### src/rtl/regfile_ctrl_pkg.sv
// Purpose : shared constants and types for the register-file write scheduler.
// Latency : n/a (types and constants only).
// Backpr. : n/a.
// Contents: XLEN/NREG/REG_AW sizing, requester IDs, write-request struct.
package regfile_ctrl_pkg;

  localparam int XLEN   = 32;
  localparam int NREG   = 32;
  localparam int REG_AW = 5;

  // Requester indices into the arbiter request/grant vectors.
  localparam int REQ_ALU = 0;
  localparam int REQ_MEM = 1;

  typedef struct packed {
    logic [REG_AW-1:0] rd;
    logic [XLEN-1:0]   data;
  } wr_req_t;

endpackage

### src/rtl/rr_arbiter2.sv
// Purpose : two-input round-robin arbiter; prio flips to the loser after every grant.
// Latency : grant is combinational from requests and the registered prio.
// Backpr. : a non-granted requester simply waits; grants are forced low during reset.
// Ports   : clock, reset_n (sync, active-low), i_req[1:0] requests, o_gnt[1:0] one-hot grant.
module rr_arbiter2
  import regfile_ctrl_pkg::*;
(
  input  logic       clock,
  input  logic       reset_n,
  input  logic [1:0] i_req,
  output logic [1:0] o_gnt
);

  logic       r_prio;
  logic [1:0] w_gnt;

  always_comb begin
    w_gnt = 2'b00;
    if (reset_n) begin
      if (i_req[REQ_ALU] && i_req[REQ_MEM]) begin
        w_gnt[r_prio] = 1'b1;
      end else begin
        w_gnt = i_req;
      end
    end
  end

  // After a grant the other requester becomes preferred: granting ALU
  // makes MEM (1) the priority, granting MEM makes ALU (0) the priority.
  always_ff @(posedge clock) begin
    if (!reset_n) begin
      r_prio <= 1'b0;
    end else if (|w_gnt) begin
      r_prio <= w_gnt[REQ_ALU];
    end
  end

  assign o_gnt = w_gnt;

endmodule

### src/rtl/regfile_write_sched.sv
// Purpose : shares the single register-file write port between ALU and load
//           writeback, and keeps a pending-write scoreboard for RAW hazard detection.
// Latency : accept in cycle N -> RegWrite/RD/WriteData registered, visible in N+1.
// Backpr. : valid/ready per requester; the loser holds its request, waits at most 1 cycle.
// Ports   : alu_*/mem_* write requests, rsv_* issue-stage reservation, Read1/Read2
//           snooped read addresses -> hazard1/hazard2, RegWrite/RD/WriteData write
//           port, pending scoreboard.
module regfile_write_sched #(
  parameter int XLEN = regfile_ctrl_pkg::XLEN,
  parameter int NREG = regfile_ctrl_pkg::NREG
) (
  input  logic            clock,
  input  logic            reset_n,
  input  logic            alu_valid,
  input  logic [4:0]      alu_rd,
  input  logic [XLEN-1:0] alu_data,
  output logic            alu_ready,
  input  logic            mem_valid,
  input  logic [4:0]      mem_rd,
  input  logic [XLEN-1:0] mem_data,
  output logic            mem_ready,
  input  logic            rsv_valid,
  input  logic [4:0]      rsv_rd,
  input  logic [4:0]      Read1,
  input  logic [4:0]      Read2,
  output logic            hazard1,
  output logic            hazard2,
  output logic            RegWrite,
  output logic [4:0]      RD,
  output logic [XLEN-1:0] WriteData,
  output logic [NREG-1:0] pending
);
  import regfile_ctrl_pkg::*;

  logic [1:0]      w_gnt;
  logic            w_acc;
  wr_req_t         w_sel;
  logic [NREG-1:0] w_set;
  logic [NREG-1:0] w_clr;

  logic            r_regwrite;
  logic [4:0]      r_rd;
  logic [XLEN-1:0] r_wdata;
  logic [NREG-1:0] r_pending;

  rr_arbiter2 u_arb (
    .clock   (clock),
    .reset_n (reset_n),
    .i_req   ({mem_valid, alu_valid}),
    .o_gnt   (w_gnt)
  );

  assign alu_ready = w_gnt[REQ_ALU];
  assign mem_ready = w_gnt[REQ_MEM];
  assign w_acc     = |w_gnt;

  always_comb begin
    w_sel.rd   = alu_rd;
    w_sel.data = alu_data;
    if (w_gnt[REQ_MEM]) begin
      w_sel.rd   = mem_rd;
      w_sel.data = mem_data;
    end
  end

  // Writes to x0 are consumed but never reach the register file.
  always_ff @(posedge clock) begin
    if (!reset_n) begin
      r_regwrite <= 1'b0;
      r_rd       <= '0;
      r_wdata    <= '0;
    end else if (w_acc) begin
      r_regwrite <= (w_sel.rd != '0);
      r_rd       <= w_sel.rd;
      r_wdata    <= w_sel.data;
    end else begin
      r_regwrite <= 1'b0;
    end
  end

  // Set sources: issue reservation and newly accepted writes. Clear source:
  // the write being performed this cycle. Set is applied after clear so a
  // same-cycle reservation of the register being written keeps it pending.
  always_comb begin
    w_set = '0;
    w_clr = '0;
    if (rsv_valid)  w_set = w_set | (NREG'(1) << rsv_rd);
    if (w_acc)      w_set = w_set | (NREG'(1) << w_sel.rd);
    if (r_regwrite) w_clr = NREG'(1) << r_rd;
  end

  always_ff @(posedge clock) begin
    if (!reset_n) begin
      r_pending <= '0;
    end else begin
      r_pending <= ((r_pending & ~w_clr) | w_set) & ~NREG'(1);
    end
  end

  // Bit 0 is never set, so address 0 reads as hazard-free.
  assign hazard1   = r_pending[Read1];
  assign hazard2   = r_pending[Read2];

  assign RegWrite  = r_regwrite;
  assign RD        = r_rd;
  assign WriteData = r_wdata;
  assign pending   = r_pending;

endmodule

### config.mk
export PLATFORM = sky130hd
export DESIGN_NAME = regfile_write_sched
export DESIGN_NICKNAME = d
export VERILOG_FILES = /design/src/rtl/regfile_ctrl_pkg.sv /design/src/rtl/rr_arbiter2.sv /design/src/rtl/regfile_write_sched.sv
export SDC_FILE = /design/constraint.sdc
export NUM_CORES = 1
export LEC_CHECK = 0
export ABC_AREA = 0
export CAP_MARGIN = 20
export CORE_AREA = 2 2 98 100
export CTS_BUF_LIST = sky130_fd_sc_hd__clkbuf_8
export DETAILED_ROUTE_END_ITERATION = 10
export DIE_AREA = 0 0 100 102
export MAX_ROUTING_LAYER = met4
export PLACE_DENSITY = 0.88
export SYNTH_ARGS = -nofsm -noshare
export SYNTH_HDL_FRONTEND = slang
export SYNTH_SLANG_ARGS = --single-unit
### constraint.sdc
create_clock -name clock -period 3.9 [get_ports clock]
set_input_delay 0.585 -clock clock [delete_from_list [all_inputs] [get_ports clock]]
set_output_delay 0.585 -clock clock [all_outputs]
set_load 0.01 [all_outputs]
After elaboration in Yosys (flattened, before gate mapping)
Index checks and enable logic that the tools add are counted.
- register bits after elaboration: 71
- input port bits: 94
- output and inout port bits: 74
- logic and storage cells: 34
- magnitude comparators: 4
- shifts and indexed selects: 3
- mux-type cells: 12
- bitwise gates (word level): 4
- reductions and logical operators: 5
- operator list (operator ; count):
    $mux 32 ; 3
    $shl 1x5->32 const A ; 3
    $or 32x32->32 ; 2
    $mux 37 ; 1
    $and 32x32->32 ; 1
    $not 32->32 ; 1
    $lt 5x6->1 const B ; 2
    $bmux 1 s5 ; 2
    $reduce_bool 5->1 ; 1
    $mux 2 ; 2
    $mux 1 ; 3
    $logic_and 1x1->1 ; 2
    $lt 1x2->1 const B ; 1
    $reduce_and 2->1 ; 1
    $reduce_or 2->1 ; 1
    $demux 1 s1 ; 1
    $ge 1x1->1 const B ; 1

Depth between registers and ports, before layout
- word-level depth: 11
- mapped depth: 7

Cells and area by module
From an unflattened synthesis, not the netlist that was laid out.
- cells, all modules: 507
- area total of the unflattened synthesis: 4135.2 µm²
- modules (own cells, without submodules) (module ; times used ; cells an instance ; area an instance (µm²) ; sequential area each (µm²)):
    regfile_write_sched ; 1 ; 500 ; 4082.7 ; 1381.3
    rr_arbiter2 ; 1 ; 7 ; 52.6 ; 20.0

Worst setup path after synthesis
No wires, ideal clock.
- path kind: input to output
- start: in Read1[0]
- end: out hazard1
- data arrival time: 1.967 ns
- path slack: 1.348 ns
- stages on the path: 5
- buffers on the path: 1
- path through: clkbuf_1 > mux4_2 > mux2i_1 > nor3b_1 > or3_1
- longest elaborated chain between the ends: 2
- ends and longest elaborated chain (item ; RTL line ; RTL):
    start: declaration ; regfile_write_sched.sv:24 ; input logic [4:0] Read1,
    $bmux 1 s5 ; regfile_write_sched.sv:101 ; assign hazard1 = r_pending[Read1];
    $mux 1 (implied by the code) ; regfile_write_sched.sv:101 ;
    end: declaration ; regfile_write_sched.sv:26 ; output logic hazard1,
Every way passes these cells. The select of a mux whose other input is x is not followed.

Worst setup path after layout
- start: in Read1[2]
- end: out hazard1
Same word-level chain as after synthesis.

==> flow_summary_export.csv <==
group,metric,value,unit
worst_setup_path,r2r_end,"pending[28]",
sta,fin_crit,3460,ps
worst_setup_path,worst-path-max-fanout,11,
pwr,powerDensity,311,mW/mm^2
worst_setup_path,crit_type,"in2out",
route,vias_per_cell,6.00,
worst_setup_path,regToRegSetupSlack,1890,ps
sta,fin_crit_sh,0.886,
worst_setup_path,cp.arrival,2870,ps
worst_setup_path,crit_path_end_kind,"output pin",
pwr,p_seq_frac,0.432,
sta,fmax,289,MHz
floorplanning,die_h,102,um
worst_setup_path,start_kind,"primary input",
clock_network,cts.sinks,70,
grt,antenna_found_initial,0,
placed_design,place_area,0.00574,mm^2
placed_design,numPortBuffers,166,
route,ant_nets,0,
clock_network,cts_tree,"done",
placed_design,routabilityCongestion,1.03,
synthesis,avgSynthCellArea,8.55,um^2
placed_design,dp.cells,726,
worst_setup_path,rr_startpoint,"u_arb.r_prio",
pwr,ir_drop,225,uV
synthesis,yosysSeqAreaShare,0.345,
pwr,swShare,0.290,
worst_setup_path,r2r_cells,5,
clock_network,path_clk_slew,80,ps
finish,stdcell_area,0.00594,mm^2
route,drt-total-wl,14.7,mm
floorplanning,die_w,100,um
grt,busiest_layer,"met2",
sta,worst_pin_slew,773,ps
sta,rsz0062_at_grt,"no",
grt,grt_usage,0.294,
floorplanning,rows,35,
sta,setup_violations,0,
finish,area_delta_synth_final,46.4,%
pwr,power_leakage,2.07,nW
synthesis,synth_area,0.00406,mm^2
run,cap_violations,0,
clock_network,h-tree-depth,3,
clock_network,clk_latency,340,ps
hold_path,hp-start,"u_arb.r_prio",
grt,grt_max_degree,75,
synthesis,synth_edf_count,0,
sta,slew_violations,0,
floorplanning,coreArea,0.00911,mm^2
synthesis,syn_nets,569,
grt,overflow,0,
synthesis,yosysUniqueCellTypes,42,
clock_network,clockBufferDepth,2,
route,post-route-drc-count,0,
clock_network,ctsResizeCount,0,
synthesis,yosys_warnings,0,
worst_setup_path,required,3310,ps
synthesis,syn_inst,475,
synthesis,synth-main-ff-cell,"dfxtp_1",
clock_network,cts_setup_buffers,0,
grt,grt_pass1_vias,4362,
finish,stdcell_count,742,
synthesis,async_reset_ff_frac,0,
grt,gr-usage-met1,0.347,
sta,skew,14.3,ps
grt,grt_pass1_wl,22.6,mm
finish,antenna_cells,0,
route,wl_per_cell,19.8,um
hold_path,holdPathStages,2,
synthesis,ys_ff_latch,70,
route,drt-pass1-iter-count,6,
clock_network,hold_buffers,0,
hold_path,holdPathEnd,"u_arb.r_prio",
sta,relSlewSlack,0.470,
floorplanning,start_util,0.446,
grt,use_met2,0.479,
route,first_iter_violations,351,
pwr,p_clk_frac,0.321,
clock_network,cts-root-buf,"clkbuf_8",
grt,met3_usage,0.0711,
route,dr_total_vias,4450,
status,status,"finished clean",
floorplanning,dieArea,0.0102,mm^2
floorplanning,ios,168,
finish,drive_gt1_frac,0.0618,
pwr,power_frac_comb,0.247,
finish,final_net_count,720,
clock_network,cts_buffers,9,
sta,setup_tns,0,ps
pwr,internal_power,1.31,mW
placed_design,hpwl,11.1,mm
pwr,switchingPower,536,uW
hold_path,hold_path_class,"reg2reg",
sta,hold_viol_final,0,
## worst max-delay path, cell delays in order
cell	delay, ps
clkdlybuf4s50_1	830
nor2b_1	90
a2111oi_0	340
o21ai_0	160
or3_1	370
clkdlybuf4s50_1	490
## cell usage after synthesis (6+ instances only)
cell      number  area share
dfxtp_1       70        0.35
mux2i_1       61        0.15
nor2_1        52       0.048
o21ai_0       52       0.064
a211oi_1      36       0.067
nand2_1       27       0.025
nand3_1       27       0.033
clkbuf_1      22       0.020
nand2b_1      17       0.026
a31oi_1       14       0.022
nor2b_1       12       0.018
a22o_1        10       0.022
a21oi_1        8      0.0099
mux4_2         6       0.033
## cells by family after synthesis
family,synth area share
multiplexers,0.195
other,0.000924
buffers and inverters,0.0425
AO/OA/AOI/OAI,0.212
AND/OR/NAND/NOR,0.204
flip-flops,0.345
## state kept, by name, summed over array words and instances (netlist names)
register      count
RD                5
RegWrite          1
WriteData        32
pending          31
u_arb.r_prio      1
## through the flow
stage | worst slack [ps] | hold slack (ps) | power (mW) | utilization
6_report | 444 | 501 | 1.85 | 0.653
5_1_grt | 178 | 518 | 1.91 | 0.653
4_1_cts | 439 | 504 | 1.85 | 0.653
3_5_place_dp | 438 | 493 | 1.26 | 0.631
3_3_place_gp | 504 | 475 | 1.25 | 0.631
2_1_floorplan | 1350 | 463 | 1.02 | -
## how the worst max path moves through the flow
stage / start / end
after detailed placement: Read1[0] / hazard1
after global placement: Read1[0] / hazard1
after CTS: Read1[0] / hazard1
after floorplan: Read1[0] / hazard1
after global routing: Read1[2] / hazard1
final: Read1[2] / hazard1
## power by group through the flow
stage                     Sequential (mW)  Combinational (mW)  Clock (mW)
after floorplan                     0.817               0.199           0
after detailed placement            0.813               0.450           0
after CTS                           0.796               0.453       0.597
after global routing                0.801               0.491       0.621
after global placement              0.810               0.441           0
final                               0.798               0.455       0.594
## routing by layer
layer  wire, um  up-vias
met2       6940      297
met1       5530     2039
li1           -     2060
met5          0        -
met4        572        0
met3       1630       54
## cell type report
cell class	instances	area [um^2]
repair buffers	172	1710
multi-input cells	372	2490
well taps	111	139
inverters	1	3.75
clock inverters	6	62.6
fillers	762	3160
flip-flops and latches	70	1400
clock buffers	10	138
## cell usage in the layout (no fill, tap or decap), types with 2 or more instances in the layout
cell             netlist  layout
or2_2                  4       4
a211oi_1              36      36
nor2b_1               12      12
mux2i_1               61      61
clkdlybuf4s50_1        0     166
mux4_2                 6       6
nor3b_1                2       2
a22o_1                10      10
a2111oi_0              2       2
o2bb2ai_1              2       2
a22oi_1                4       4
or3_1                  2       2
mux2_2                 3       3
nand2b_1              17      17
nand3_1               27      27
nor2_1                52      51
clkbuf_8               0      10
nand4_1                5       5
o21ai_0               52      52
nand3b_1               5       5
buf_4                  1       6
a32o_1                 2       2
and2_1                 4       4
a31oi_1               14      14
nor3_1                 5       5
dfxtp_1               70      70
a21oi_1                8       8
nand2_1               27      27
clkinvlp_4             0       2
Note: power is estimated with default switching activity, not from simulation.
==> RTL edit: new RTL, same flow settings <==
The package constant `NREG` goes from 32 to 48.
--- a/src/rtl/regfile_ctrl_pkg.sv
+++ b/src/rtl/regfile_ctrl_pkg.sv
@@ -6,5 +6,5 @@
 
   localparam int XLEN   = 32;
-  localparam int NREG   = 32;
+  localparam int NREG   = 48;
   localparam int REG_AW = 5;
 
Ports: changed (resized pending); port bits go from 168 to 184. No check against the original RTL was run, so the function may have changed too.
==> RTL edit against the original RTL <==
Power fell by 0.24%; synthesized area rose by 7.3%; worst setup slack improved by 190 ps; sequential cell count did not move; wire length rose by 1.3%; worst hold slack got worse by 4.9 ps; design area rose by 3.2%; first-iteration DRC count fell by 5.7%; critical endpoint is now hazard2; largest power group unchanged.
==> RTL edit: results <==
metrics = {
    "yosys": {
        "ys_types": 57,
        "yosysWarnings": 0,
        "synth.area.mux_share_pct": 8.73,
        "async_reset_ff_share_pct": 0,
        "synth_area_leaders": "dfxtp_1, a311oi_1, o21ai_0, nand2_1, a32o_1",
        "synth_fa_ha_area_share_pct": 0,
        "synthFlopType": "dfxtp_1",
        "synth_compound_area_share_pct": 28.3,
        "synth_xor_area_share_pct": 0,
        "ys_top_cells_by_count": "nand2_1, dfxtp_1, o21ai_0",
        "synth_sequential_area_ratio_pct": 32.2,
    },
    "grt": {
        "grt_max_degree": 74,
        "grt_pass1_vias": 4618,
        "antenna_found_initial": 0,
        "grtUsageTotal_pct": 29.5,
        "grt_first_pass_wirelength_um": 23100,
    },
    "detailed_routing": {
        "avgRoutedWirePerCell_um": 18.8,
        "drtIter0Drc": 331,
        "vias": 4862,
        "drt_pre_antenna_iters": 7,
    },
    "power": {
        "ir_drop_v": 0.000258,
        "leakage_nw": 2.23,
    },
    "placement": {
        "dpl_cell_area_mm2": 0.00594,
        "dpl.hpwl_um": 11200,
        "routabilityCongestion": 0.941,
        "place_ws_ps": 614,
        "portBuffers": 166,
    },
    "hold_path": {
        "holdPathStages": 2,
        "min-delay-start": "WriteData[5]",
        "min_to": "WriteData[5]",
        "hold_class": "reg -> reg",
    },
    "layout": {
        "drive_gt1_share_pct": 6.91,
        "largest_reg_flops": 32,
        "nets": 769,
        "antenna_cells": 0,
    },
    "clock_tree": {
        "clk_pin_slew_ps": 70,
        "root_buffer": "clkbuf_8",
        "cts_buffers": 9,
        "cts_setup_buffers": 0,
        "cts.repair.resized": 0,
        "htreeDepth": 3,
        "clkLatencyLatePin_ps": 350,
        "clk_path_buf_depth": 2,
    },
    "timing": {
        "fin_skew_ps": 8.80,
        "setup_tns_ps": 0,
        "worst_pin_slew_ps": 678,
        "hold_ws_ps": 496,
    },
    "setup_path": {
        "worst-path-max-fanout": 7,
        "cp.arrival_ps": 2680,
        "reg2reg_slack_ps": 1860,
        "reg2regPathDepth": 6,
        "r2r-start": "u_arb.r_prio",
        "crit_family": "buffers and inverters",
        "cp_slowest_cell": "clkdlybuf4s50_1",
        "r2r_end": "WriteData[19]",
        "slowest_delay_ps": 660,
    },
    "status": {
        "status": "completed",
    },
}
[RTL edit: cell families (layout without fill, tap and decap cells)]
kind of cell,after synthesis,in the layout
and+or+nand+nor,196,196
muxes,30,30
AOI/OAI and AO/OA,170,170
other,1,17
DFF,70,70
buffers and inverters,64,197
[RTL edit: worst max-delay path by stage]
stage	startpoint	end	slack [ps]
floorplan	Read1[0]	hazard1	1550
global placement	Read2[0]	hazard2	640
detailed placement	Read2[0]	hazard2	610
CTS	Read2[0]	hazard2	610
global route	Read2[0]	hazard2	500
finish	Read2[0]	hazard2	640
[RTL edit: cell type report]
class,instances,area [µm²]
clock buffers,9,124
clock inverters,7,66.3
fillers,748,2980
inverters,7,27.5
multi-input cells,413,2650
flip-flops and latches,70,1400
well taps,111,139
repair buffers,174,1720
[RTL edit: report_power, final]
group          leakage (nW)  total [mW]  internal, mW  switching [mW]
Sequential            0.574       0.792         0.755          0.0372
Combinational          1.56       0.470         0.239           0.231
Clock                0.0982       0.580         0.292           0.288
[RTL edit: metal layers]
metal  part of all wire [%]  wire [µm]  global-route usage (%)  vias up
met2                     47       7030                    47.3      285
met5                      0          0                       -        -
met4                    3.7        547                    13.1        0
met1                     40       5930                    36.4     2276
li1                       -          -                       -     2258
met3                    9.0       1340                    5.61       43
[RTL edit: metrics by stage]
| step | power, mW | cells |
|---|---|---|
| after CTS | 1.84 | 791 |
| final | 1.84 | 791 |
| after floorplan | 1.04 | 547 |
| after global placement | 1.26 | 775 |
| after detailed placement | 1.27 | 775 |
| after global routing | 1.92 | 791 |
[RTL edit: worst register-to-register path, cell delays in order (launching register included)]
cell      delay, ps
dfxtp_1         370
nand2b_1        530
nand3_4         190
clkinv_2         80
buf_4           350
nand2_1         130
a311oi_1        290
